## src/rtl/sim_exit_responder.sv

```systemverilog
// Wishbone slave that lets software running on the simulated CPU end the run.
// A write to EXIT latches a pass/fail code. A heartbeat watchdog substitutes a
// fixed failure code if software stops writing HEARTBEAT. After a drain period
// (so trace/UART output can flush) the sticky sim_done/sim_pass outputs tell
// the testbench top how to finish.
module sim_exit_responder #(
    parameter int unsigned DRAIN_CYCLES       = 16,
    parameter int unsigned HEARTBEAT_LIMIT    = 1000000,
    parameter logic [31:0] WATCHDOG_EXIT_CODE = 32'hFFFF_FFFF
) (
    input  logic        clock,
    input  logic        reset,
    input  logic        wb_cyc_i,
    input  logic        wb_stb_i,
    input  logic        wb_we_i,
    input  logic [3:0]  wb_adr_i,
    input  logic [3:0]  wb_sel_i,
    input  logic [31:0] wb_dat_i,
    output logic [31:0] wb_dat_o,
    output logic        wb_ack_o,
    output logic        wb_err_o,
    output logic        sim_done,
    output logic        sim_pass,
    output logic [31:0] exit_code
);

    localparam logic [1:0]  REG_EXIT      = 2'd0;
    localparam logic [1:0]  REG_HEARTBEAT = 2'd1;
    localparam logic [1:0]  REG_TICKS     = 2'd2;
    localparam logic [1:0]  REG_STATUS    = 2'd3;
    localparam logic [31:0] DRAIN_LOAD    = 32'(DRAIN_CYCLES) - 32'd1;
    localparam logic [31:0] HB_LAST       = 32'(HEARTBEAT_LIMIT) - 32'd1;
    localparam logic        HB_EN         = (HEARTBEAT_LIMIT != 32'd0);
    localparam logic [31:0] ALL_ONES      = 32'hFFFF_FFFF;

    typedef enum logic [1:0] {
        ST_IDLE  = 2'd0,
        ST_DRAIN = 2'd1,
        ST_DONE  = 2'd2
    } state_t;

    state_t      state_r;
    logic [31:0] drain_cnt_r;
    logic [31:0] tick_count_r;
    logic [31:0] idle_count_r;

    logic        req_s;
    logic        wr_ok_s;
    logic        wr_bad_s;
    logic        exit_wr_s;
    logic        hb_wr_s;
    logic        wd_fire_s;
    logic        draining_s;
    logic [31:0] rd_data_s;
    logic        unused_adr_s;

    // Byte lanes [1:0] of the address never select anything.
    assign unused_adr_s = ^wb_adr_i[1:0];

    // A new request is only taken while no response is being presented, so
    // back-to-back strobes are served every other cycle.
    assign req_s      = wb_cyc_i & wb_stb_i & ~wb_ack_o & ~wb_err_o;
    assign wr_ok_s    = req_s & wb_we_i & (wb_sel_i == 4'hF);
    assign wr_bad_s   = req_s & wb_we_i & (wb_sel_i != 4'hF);
    assign exit_wr_s  = wr_ok_s & (wb_adr_i[3:2] == REG_EXIT);
    assign hb_wr_s    = wr_ok_s & (wb_adr_i[3:2] == REG_HEARTBEAT);
    // A heartbeat landing on the expiry cycle rescues the run.
    assign wd_fire_s  = HB_EN & (state_r == ST_IDLE) & (idle_count_r == HB_LAST) & ~hb_wr_s;
    assign draining_s = (state_r == ST_DRAIN);

    // Read data selection from the register map.
    always_comb begin
        rd_data_s = 32'd0;
        case (wb_adr_i[3:2])
            REG_EXIT:      rd_data_s = exit_code;
            REG_HEARTBEAT: rd_data_s = idle_count_r;
            REG_TICKS:     rd_data_s = tick_count_r;
            REG_STATUS:    rd_data_s = {29'd0, draining_s, sim_pass, sim_done};
            default:       rd_data_s = 32'd0;
        endcase
    end

    // Bus response: single-cycle ack/err pulse with read data valid alongside ack.
    always_ff @(posedge clock) begin
        if (reset) begin
            wb_ack_o <= 1'b0;
            wb_err_o <= 1'b0;
            wb_dat_o <= 32'd0;
        end else begin
            wb_ack_o <= req_s & ~wr_bad_s;
            wb_err_o <= wr_bad_s;
            wb_dat_o <= (req_s & ~wb_we_i) ? rd_data_s : 32'd0;
        end
    end

    // End-of-run state machine; the first accepted exit request owns exit_code.
    always_ff @(posedge clock) begin
        if (reset) begin
            state_r     <= ST_IDLE;
            drain_cnt_r <= 32'd0;
            exit_code   <= 32'd0;
            sim_done    <= 1'b0;
            sim_pass    <= 1'b0;
        end else begin
            case (state_r)
                ST_IDLE: begin
                    if (exit_wr_s) begin
                        exit_code   <= wb_dat_i;
                        drain_cnt_r <= DRAIN_LOAD;
                        state_r     <= ST_DRAIN;
                    end else if (wd_fire_s) begin
                        exit_code   <= WATCHDOG_EXIT_CODE;
                        drain_cnt_r <= DRAIN_LOAD;
                        state_r     <= ST_DRAIN;
                    end else begin
                        state_r     <= ST_IDLE;
                    end
                end
                ST_DRAIN: begin
                    if (drain_cnt_r == 32'd0) begin
                        state_r     <= ST_DONE;
                    end else begin
                        drain_cnt_r <= drain_cnt_r - 32'd1;
                    end
                end
                ST_DONE: begin
                    state_r <= ST_DONE;
                end
                default: begin
                    state_r <= ST_IDLE;
                end
            endcase
            sim_done <= (state_r == ST_DONE);
            sim_pass <= (state_r == ST_DONE) && (exit_code == 32'd0);
        end
    end

    // Free-running tick counter and heartbeat idle counter, both saturating.
    always_ff @(posedge clock) begin
        if (reset) begin
            tick_count_r <= 32'd0;
            idle_count_r <= 32'd0;
        end else begin
            if ((state_r != ST_DONE) && (tick_count_r != ALL_ONES)) begin
                tick_count_r <= tick_count_r + 32'd1;
            end
            if (state_r == ST_IDLE) begin
                if (hb_wr_s) begin
                    idle_count_r <= 32'd0;
                end else if (idle_count_r != ALL_ONES) begin
                    idle_count_r <= idle_count_r + 32'd1;
                end
            end
        end
    end

endmodule

```

## config.mk

```make
export PLATFORM = sky130hd
export DESIGN_NAME = sim_exit_responder
export DESIGN_NICKNAME = d
export VERILOG_FILES = /design/src/rtl/sim_exit_responder.sv
export SDC_FILE = /design/constraint.sdc
export NUM_CORES = 1
export LEC_CHECK = 0
export BUFFER_PORTS_ARGS = -buffer_cell sky130_fd_sc_hd__buf_4
export CORE_MARGIN = 2
export CORE_UTILIZATION = 45
export CTS_CLUSTER_SIZE = 30
export DETAILED_ROUTE_END_ITERATION = 10
export PLACE_DENSITY = 0.65
export SKIP_LAST_GASP = 1
export SYNTH_ARGS = -nofsm -noshare
export SYNTH_HDL_FRONTEND = slang
export SYNTH_SLANG_ARGS = --single-unit
export TNS_END_PERCENT = 5
```

## constraint.sdc

```tcl
create_clock -name clock -period 2.55 [get_ports clock]
set_clock_uncertainty 0.1 [all_clocks]
set_input_delay 0.255 -clock clock [delete_from_list [all_inputs] [get_ports clock]]
set_output_delay 0.255 -clock clock [all_outputs]
set_load 0.05 [all_outputs]
```

== Word level (Yosys, flattened, before mapping) ==
Index checks and enable logic that the tools add are counted.
Storage, ports and cells
  register bits after elaboration: 166
  logic and storage cells: 71
  input bits: 45
Operators by class
  mux-type cells: 13
  equality and inequality tests: 14
  add/subtract/negate cells: 3
  reduce and logical (&&, ||, !) cells: 13
  bitwise gates (word level): 18
Operator list (number)
  $mux W32: 7
  $pmux W32 S4: 1
  $add A32 B1 Y32 const B: 2
  $logic_not A32 Y1: 2
  $ne A32 B32 Y1 const B: 2
  $pmux W32 S2: 1
  $eq A32 B20 Y1 const B: 1
  $sub A32 B1 Y32 const B: 1
  $and A1 B1 Y1: 12
  $eq A2 B2 Y1 const B: 3
  $not A1 Y1: 6
  $pmux W2 S3: 1
  $reduce_bool A2 Y1: 3
  $eq A2 B1 Y1 const B: 2
  $eq A4 B4 Y1 const B: 1
  $logic_not A2 Y1: 2
  $ne A2 B2 Y1 const B: 2
  $ne A4 B4 Y1 const B: 1
  $reduce_and A2 Y1: 2
  $ne A3 B3 Y1 const B: 1
  $reduce_and A3 Y1: 1
  $logic_and A1 B1 Y1: 2
  $mux W1: 2
  $mux W2: 1
  2 further kinds: 2

== Logic depth before layout (Yosys ltp) ==
Gate-level depths: netlist of run 1.
  word-level depth: 11
  depth in mapped cells: 10
  mapped depth without buffers: 8

== Least setup slack after synthesis of run 1 ==
No wires, ideal clock.
  kind: reg2reg
  start point: reg wb_err_o
  end point: reg exit_code[22]
  slack: 0.061 ns
  clock period less this slack: 2.489 ns
  arrival: 2.270 ns
  buffers on the path: 3
  cell stages (with the launch flop): 9
  cells stage by stage: dfxtp_1 -> nand4bb_1 -> clkbuf_1 -> or3_1 -> a41oi_2 -> nor2b_1 -> clkbuf_1 -> clkbuf_1 -> o221a_2
Between the ends
  cells in the longest elaborated chain, start to end: 9
Ends and longest elaborated chain
  start, declared: RTL line 21  | output logic wb_err_o,
  start signal, assigned: RTL line 91  | wb_err_o <= wr_bad_s;
  $not A1 Y1 *: RTL line 62  | assign req_s = wb_cyc_i & wb_stb_i & ~wb_ack_o & ~wb_err_o;
  $and A1 B1 Y1 *: RTL line 62
  $and A1 B1 Y1 * (2 in series): RTL line 63  | assign wr_ok_s = req_s & wb_we_i & (wb_sel_i == 4'hF);
  $and A1 B1 Y1: RTL line 66  | assign hb_wr_s = wr_ok_s & (wb_adr_i[3:2] == REG_HEARTBEAT);
  $not A1 Y1: RTL line 68  | assign wd_fire_s = HB_EN & (state_r == ST_IDLE) & (idle_count_r == HB_LAST) & ~hb_wr_s;
  $and A1 B1 Y1: RTL line 68
  $reduce_bool A2 Y1 (no line)
  $reduce_and A2 Y1 (no line)
  end signal, assigned: RTL line 108  | exit_code <= wb_dat_i;
  end, declared: RTL line 24  | output logic [31:0] exit_code
Every way passes the cells marked *; elsewhere a longest branch is shown, timed or not.
A chain may end at the register's enable or synchronous reset.

== Worst setup path in the final report of run 1 ==
  start point: reg drain_cnt_r[7]
  end point: reg drain_cnt_r[25]
Between the ends
  cells in the longest elaborated chain, start to end: 3
Ends and longest elaborated chain
  start, declared: RTL line 43  | logic [31:0] drain_cnt_r;
  start signal, assigned: RTL line 123  | drain_cnt_r <= drain_cnt_r - 32'd1;
  $sub A32 B1 Y32 or $logic_not A32 Y1 (tied branches): RTL line 123, 120
  $mux W32 or $ne A2 B2 Y1 (tied branches)
  $pmux W32 S2 or $reduce_and A3 Y1 (tied branches)
Several ways; a longest one is shown, not always the timed one. The select of a mux whose other input is x is not followed.

==> flow_summary.ini, run 1 <==
[pwr]
clkPwrFrac_pct = 45.9
leakage_nw = 3.761
netSwitchingFraction_pct = 24.35
comb_power_share_pct = 5.0
total_power_mw = 5.322
pwr_density_cell_mw_per_mm2 = 532.3
pwr-share-seq_pct = 49.1
p_int_mw = 4.027
power.switching_mw = 1.296
ir_drop_uv = 492.1

[cells_and_area]
diodes = 0
area_growth_pct = 28.24
final_cell_mix = dfxtp_1 (166), buf_4 (161), nor2_1 (119)
instances_no_fill = 1290
post-route-util_pct = 58.42
design_area_mm2 = 0.01000
nFillCells = 1516
fin_nets = 1103
layout-drive-gt1-share_pct = 23.38
mostFrequentLayoutCell = dfxtp_1

[clock_network]
insertion_delay_ns = 0.44
cts_setup_buffers = 0
clkSlewWorstSetupHoldPaths_ns = 0.07
cts-root-buf = clkbuf_16
cts_max_path_buffers = 2
htreeDepth = 4
cts_buffers = 17
cts_tree = yes
cts.sinks = 166

[critical_path]
cpMaxStageDelayCell = nor4_4
worstReg2RegEnd = drain_cnt_r[25]$_SDFFE_PP0P_
cp_slowest_stage_delay_ns = 0.49
reg2regPathDepth = 6
cp.arrival_ns = 2.69
start_kind = flip-flop
r2r_start = drain_cnt_r[7]$_SDFFE_PP0P_
critPathKind = flip-flop to flip-flop
ff2ff_setup_slack_ns = 0.12
worstPathRequired_ns = 2.81
cp_cell_sequence = nor4_4 > nand4_2 > nand2b_4 > or4_1 > or3b_1 > a31oi_1
critPathCaptureType = flip-flop
critPathMaxFanout = 7

[drt]
vias = 7538
drtIter0Drc = 678
ant_nets = 0
via_per_inst = 5.843
routed_wl_mm = 22.97
drc = 0
dr.pass1.iters = 7
wl_per_cell_um = 17.81

[timing]
fmax_mhz = 411.1
period_share_pct = 95.39
totalNegativeSetupSlack_ns = 0
finalHoldViolations = 0
whs_ns = 0.1120
slew_headroom_pct = 53.80
rsz0062_at_grt = true
tightestPinTransition_ns = 0.6900
worst_slack_ns = 0.1175
slew_viol_final = 0
period_minus_slack_ns = 2.433
setup_violations = 0

[placed_design]
place_congestion = 0.9034
io_buffer_count = 110
placedCellCount = 1225
place_area_mm2 = 0.009100
place_hpwl_mm = 16.03
pre_cts_slack_ns = 0.03318

[global_routing]
gr-usage-met3_pct = 5.275
use_met1_pct = 35.77
antenna_found_initial = 0
grt_use_met2_pct = 39.70
grt_pass1_wl_mm = 36.84
grt_max_degree = 43
grtUsageTotal_pct = 25.54
grt_pass1_vias = 6769
grt-ovfl-total = 0
grt_most_used_layer = met2

[synthesis]
synthFlopType = dfxtp_1
syn_nets = 948
synthArstFlopShare_pct = 0
yosysUniqueCellTypes = 60
yosys.area.top_type = dfxtp_1
syn_area_mm2 = 0.007797
synth_seq_cells = 166
synth_top_cell_area_share_pct = 42.62
ys_top_cells_by_area = dfxtp_1 (43%), nor2_1 (5.7%), a21oi_1 (4.8%)
synth_edf_count = 0
yosysWarnings = 0
syn_area_per_cell_um2 = 8.693
yosysSeqAreaShare_pct = 42.62
syn_inst = 897

[job]
drv_cap = 0

[floorplanning]
core.rowCount = 48
core_region_area_mm2 = 0.01712
ios = 113
dieArea_mm2 = 0.01840
die_h_um = 135.6
die_w_um = 135.6
initial_core_util_pct = 45.56

[worst_hold_path]
worstHoldEndpoint = wb_err_o$_SDFF_PP0_
hold_start = wb_cyc_i
whs_path_depth = 3
hold_path.class = primary input to flip-flop

[run_status]
status = completed
[cell families after synthesis]
group           count (synthesis)  synth area share, %
compound gates                203                18.26
xor+xnor                       30                3.370
fa+ha+maj                       6               0.9627
buf+inv                        74                3.771
flops                         166                42.62
mux                            35                4.974
simple gates                  383                26.04
[sequential cells by signal, summed over array words and instances (netlist names)]
name / flops
drain_cnt_r: 32
wb_ack_o: 1
wb_dat_o: 32
state_r: 2
idle_count_r: 32
exit_code: 32
wb_err_o: 1
sim_done: 1
sim_pass: 1
tick_count_r: 32
[worst max path at each step]
stage                           startpoint                       endpoint  slack (ns)  depth (start not counted)
6_report       drain_cnt_r[7]$_SDFFE_PP0P_   drain_cnt_r[25]$_SDFFE_PP0P_        0.12                          6
5_1_grt                wb_err_o$_SDFF_PP0_  idle_count_r[13]$_SDFFE_PP0P_       -0.05                          6
4_1_cts                wb_err_o$_SDFF_PP0_   idle_count_r[4]$_SDFFE_PP0P_        0.07                          7
3_5_place_dp           wb_err_o$_SDFF_PP0_   idle_count_r[4]$_SDFFE_PP0P_        0.03                          7
3_3_place_gp           wb_err_o$_SDFF_PP0_   idle_count_r[2]$_SDFFE_PP0P_        0.06                          7
2_1_floorplan          wb_err_o$_SDFF_PP0_     exit_code[22]$_SDFFE_PP0P_        0.06                          8
[area by class of cell]
class	count	area [µm²]	share of cell area, %
clock buffer	18	439.2	4.392
inverter	14	52.55	0.5255
timing repair buffer	196	1579	15.79
sequential	166	3323	33.23
multi-input combinational	657	4210	42.10
clock inverter	14	113.9	1.139
tap	225	281.5	2.815
[routing by layer]
metal | part of all wire, % | vias to the layer above | wire, µm
met3 | 5.2 | 34 | 1205
met1 | 46 | 3608 | 10530
met5 | 0 | - | 0
met2 | 47 | 233 | 10790
li1 | - | 3663 | -
met4 | 1.9 | 0 | 445
[cells in the mapped netlist, types with 19 or more instances]
cell type,number
xnor2_1,28
a311oi_1,19
or3_1,31
clkbuf_1,42
nand2_1,54
o21ai_0,34
mux2i_1,32
nand3_1,31
a21oi_1,75
nor4_1,29
dfxtp_1,166
nor3_1,27
nor2_1,119
o221a_2,32
[worst max-delay path: cells and delay by family, from the launching register on]
kind / cells / cell delay [ns]
flip-flops: 1 / 0.38
AND/OR/NAND/NOR: 5 / 1.71
AO/OA/AOI/OAI: 1 / 0.17
[repair_timing]
action | in CTS | in global routing
hold buffers | 33 | 0
setup endpoints to repair | 1 | 29
gates resized for setup | 1 | 2
hold endpoints to repair | 34 | 0
[power groups by stage]
stage	sequential (mW)	clock [mW]	combinational [mW]
2_1_floorplan	2.68	0	0.117
3_3_place_gp	2.67	0	0.220
3_5_place_dp	2.67	0	0.222
4_1_cts	2.61	2.48	0.264
5_1_grt	2.61	2.60	0.288
6_report	2.61	2.44	0.267
Note: power is estimated with default switching activity, not from simulation.
==> run 2: changes to the inputs <==
--- a/config.mk
+++ b/config.mk
@@ -10,7 +10,8 @@
 export CORE_UTILIZATION = 45
 export CTS_CLUSTER_SIZE = 30
 export DETAILED_ROUTE_END_ITERATION = 10
-export PLACE_DENSITY = 0.65
+export PLACE_DENSITY = 0.66
+export RECOVER_POWER = 25
 export SKIP_LAST_GASP = 1
 export SYNTH_ARGS = -nofsm -noshare
 export SYNTH_HDL_FRONTEND = slang
==> run 2 against run 1 <==
Setup slack lost 0.0055 ns. Count of clock-buffer cells in the layout grew 1. Total power grew 1.9%. Sequential power is essentially flat. Maximum frequency shrank 0.23%. Cell count grew 0.85%. Non-clock buffer count grew 11. Combinational power is essentially flat. Utilization grew 0.073 points. Critical path type unchanged. Critical endpoint is now drain_cnt_r[22]$_SDFFE_PP0P_. Largest power group unchanged.
==> flow_summary.ini, run 2 (synthesized netlist as in run 1, its figures left out) <==
[placed_design]
place_congestion = 0.8944
io_buffer_count = 110
placedCellCount = 1233
place_hpwl_mm = 16.18

[pwr]
comb_power_share_pct = 5.0
total_power_mw = 5.423
netSwitchingFraction_pct = 24.71
pwr-share-seq_pct = 48.2
pwr_density_cell_mw_per_mm2 = 541.6
p_int_mw = 4.083
leakage_nw = 3.693
clkPwrFrac_pct = 46.8
power.switching_mw = 1.340
ir_drop_uv = 503.8

[critical_path]
critPathKind = flip-flop to flip-flop
critPathCaptureType = flip-flop
critPathMaxFanout = 7
cp_cell_sequence = nand4bb_1 > or3_1 > a41oi_4 > buf_4 > a22o_1 > o21ai_0 > a21oi_1
cp_slowest_stage_delay_ns = 0.51
critPathTopFamily = compound AO/OA/AOI/OAI gates
path_buf_inv = 1
start_kind = flip-flop
r2r_start = wb_ack_o$_SDFF_PP0_
crit_start = wb_ack_o$_SDFF_PP0_
cpMaxStageDelayCell = or3_1
cp.arrival_ns = 2.70
worstPathRequired_ns = 2.82

[timing]
period_share_pct = 95.61
fmax_mhz = 410.2
period_minus_slack_ns = 2.438
setup_violations = 0
finalHoldViolations = 0
totalNegativeSetupSlack_ns = 0
slew_headroom_pct = 20.99
tightestPinTransition_ns = 1.185
whs_ns = 0.2674
rsz0062_at_grt = true
slew_viol_final = 0

[floorplanning]
die_w_um = 135.6
ios = 113
dieArea_mm2 = 0.01840
initial_core_util_pct = 45.56
core.rowCount = 48
die_h_um = 135.6
core_region_area_mm2 = 0.01712

[cells_and_area]
final_cell_mix = dfxtp_1 (166), buf_4 (139), nor2_1 (119)
nFillCells = 1530
fin_nets = 1114
instances_no_fill = 1301
diodes = 0
layout-drive-gt1-share_pct = 21.19
area_growth_pct = 28.40
mostFrequentLayoutCell = dfxtp_1

[clock_network]
cts_tree = yes
cts.sinks = 166
cts_max_path_buffers = 2
htreeDepth = 4
cts_buffers = 17
clkSlewWorstSetupHoldPaths_ns = 0.07
cts-root-buf = clkbuf_16
insertion_delay_ns = 0.44

[drt]
dr.pass1.iters = 5
drc = 0
routed_wl_mm = 23.04
drtIter0Drc = 552
vias = 7525
wl_per_cell_um = 17.71
via_per_inst = 5.784
ant_nets = 0

[job]
drv_cap = 0

[worst_hold_path]
hold_path.class = primary input to flip-flop
hold_start = reset

[global_routing]
grt_max_degree = 40
antenna_found_initial = 0
grtUsageTotal_pct = 25.36
grt-ovfl-total = 0
grt_pass1_wl_mm = 36.67
grt_pass1_vias = 6896

[run_status]
status = completed
[run 2: cell count changes in the layout (fill, tap and decap cells not counted), sizes merged]
cell,delta
clkinv,-3
inv,+2
clkbuf,+34
buf,-22
[run 2: area by class of cell]
| class | instances | area, µm² | area share, % |
|---|---|---|---|
| Sequential cell | 166 | 3323 | 33.19 |
| Clock inverter | 13 | 127.6 | 1.275 |
| Inverter | 14 | 52.55 | 0.5249 |
| Tap cell | 225 | 281.5 | 2.812 |
| Timing Repair Buffer | 207 | 1538 | 15.36 |
| Clock buffer | 19 | 452.9 | 4.524 |
| Multi-Input combinational cell | 657 | 4237 | 42.31 |
[run 2: routing by layer]
metal / global-route usage [%] / part of all wire [%]
met3: 4.639 / 5.1
met4: 8.565 / 2.3
met5: 0 / 0
met2: 40.40 / 47
met1: 34.64 / 46
[run 2: worst register-to-register path: stages (launching register included)]
cell and delay (ns):
dfxtp_1 0.31, nand4bb_1 0.31, or3_1 0.51, a41oi_4 0.35
buf_4 0.19, a22o_1 0.31, o21ai_0 0.15, a21oi_1 0.15
[run 2: power by group through the flow]
stage | Sequential, mW | Clock, mW | Combinational (mW)
2_1_floorplan | 2.68 | 0 | 0.117
3_3_place_gp | 2.67 | 0 | 0.223
3_5_place_dp | 2.67 | 0 | 0.225
4_1_cts | 2.61 | 2.58 | 0.268
5_1_grt | 2.61 | 2.68 | 0.292
6_report | 2.61 | 2.54 | 0.270
[run 2: final timing paths]
path | endpoint | slack [ns] | cells past startpoint
min | drain_cnt_r[18]$_SDFFE_PP0P_ | 0.27 | 3
min reg2reg | drain_cnt_r[26]$_SDFFE_PP0P_ | 0.38 | 2
max reg2reg | drain_cnt_r[22]$_SDFFE_PP0P_ | 0.11 | 7
max | drain_cnt_r[22]$_SDFFE_PP0P_ | 0.11 | 7
[run 2: repair_timing]
item,CTS,global route
endpoints found under the setup margin,6,30
hold endpoints to repair,34,0
resized for setup,1,5
buffers inserted,0,3
pin swaps,0,1
hold buffers,33,0
[run 2: per-stage QoR]
step	utilization, %	instance area, µm²	setup WS (ns)
after floorplan	-	7797	0.06121
after global placement	53.52	9160	-0.008760
after detailed placement	53.52	9160	-0.05654
after CTS	58.87	10080	0.02142
after global routing	58.49	10010	-0.1067
final	58.49	10010	0.1120
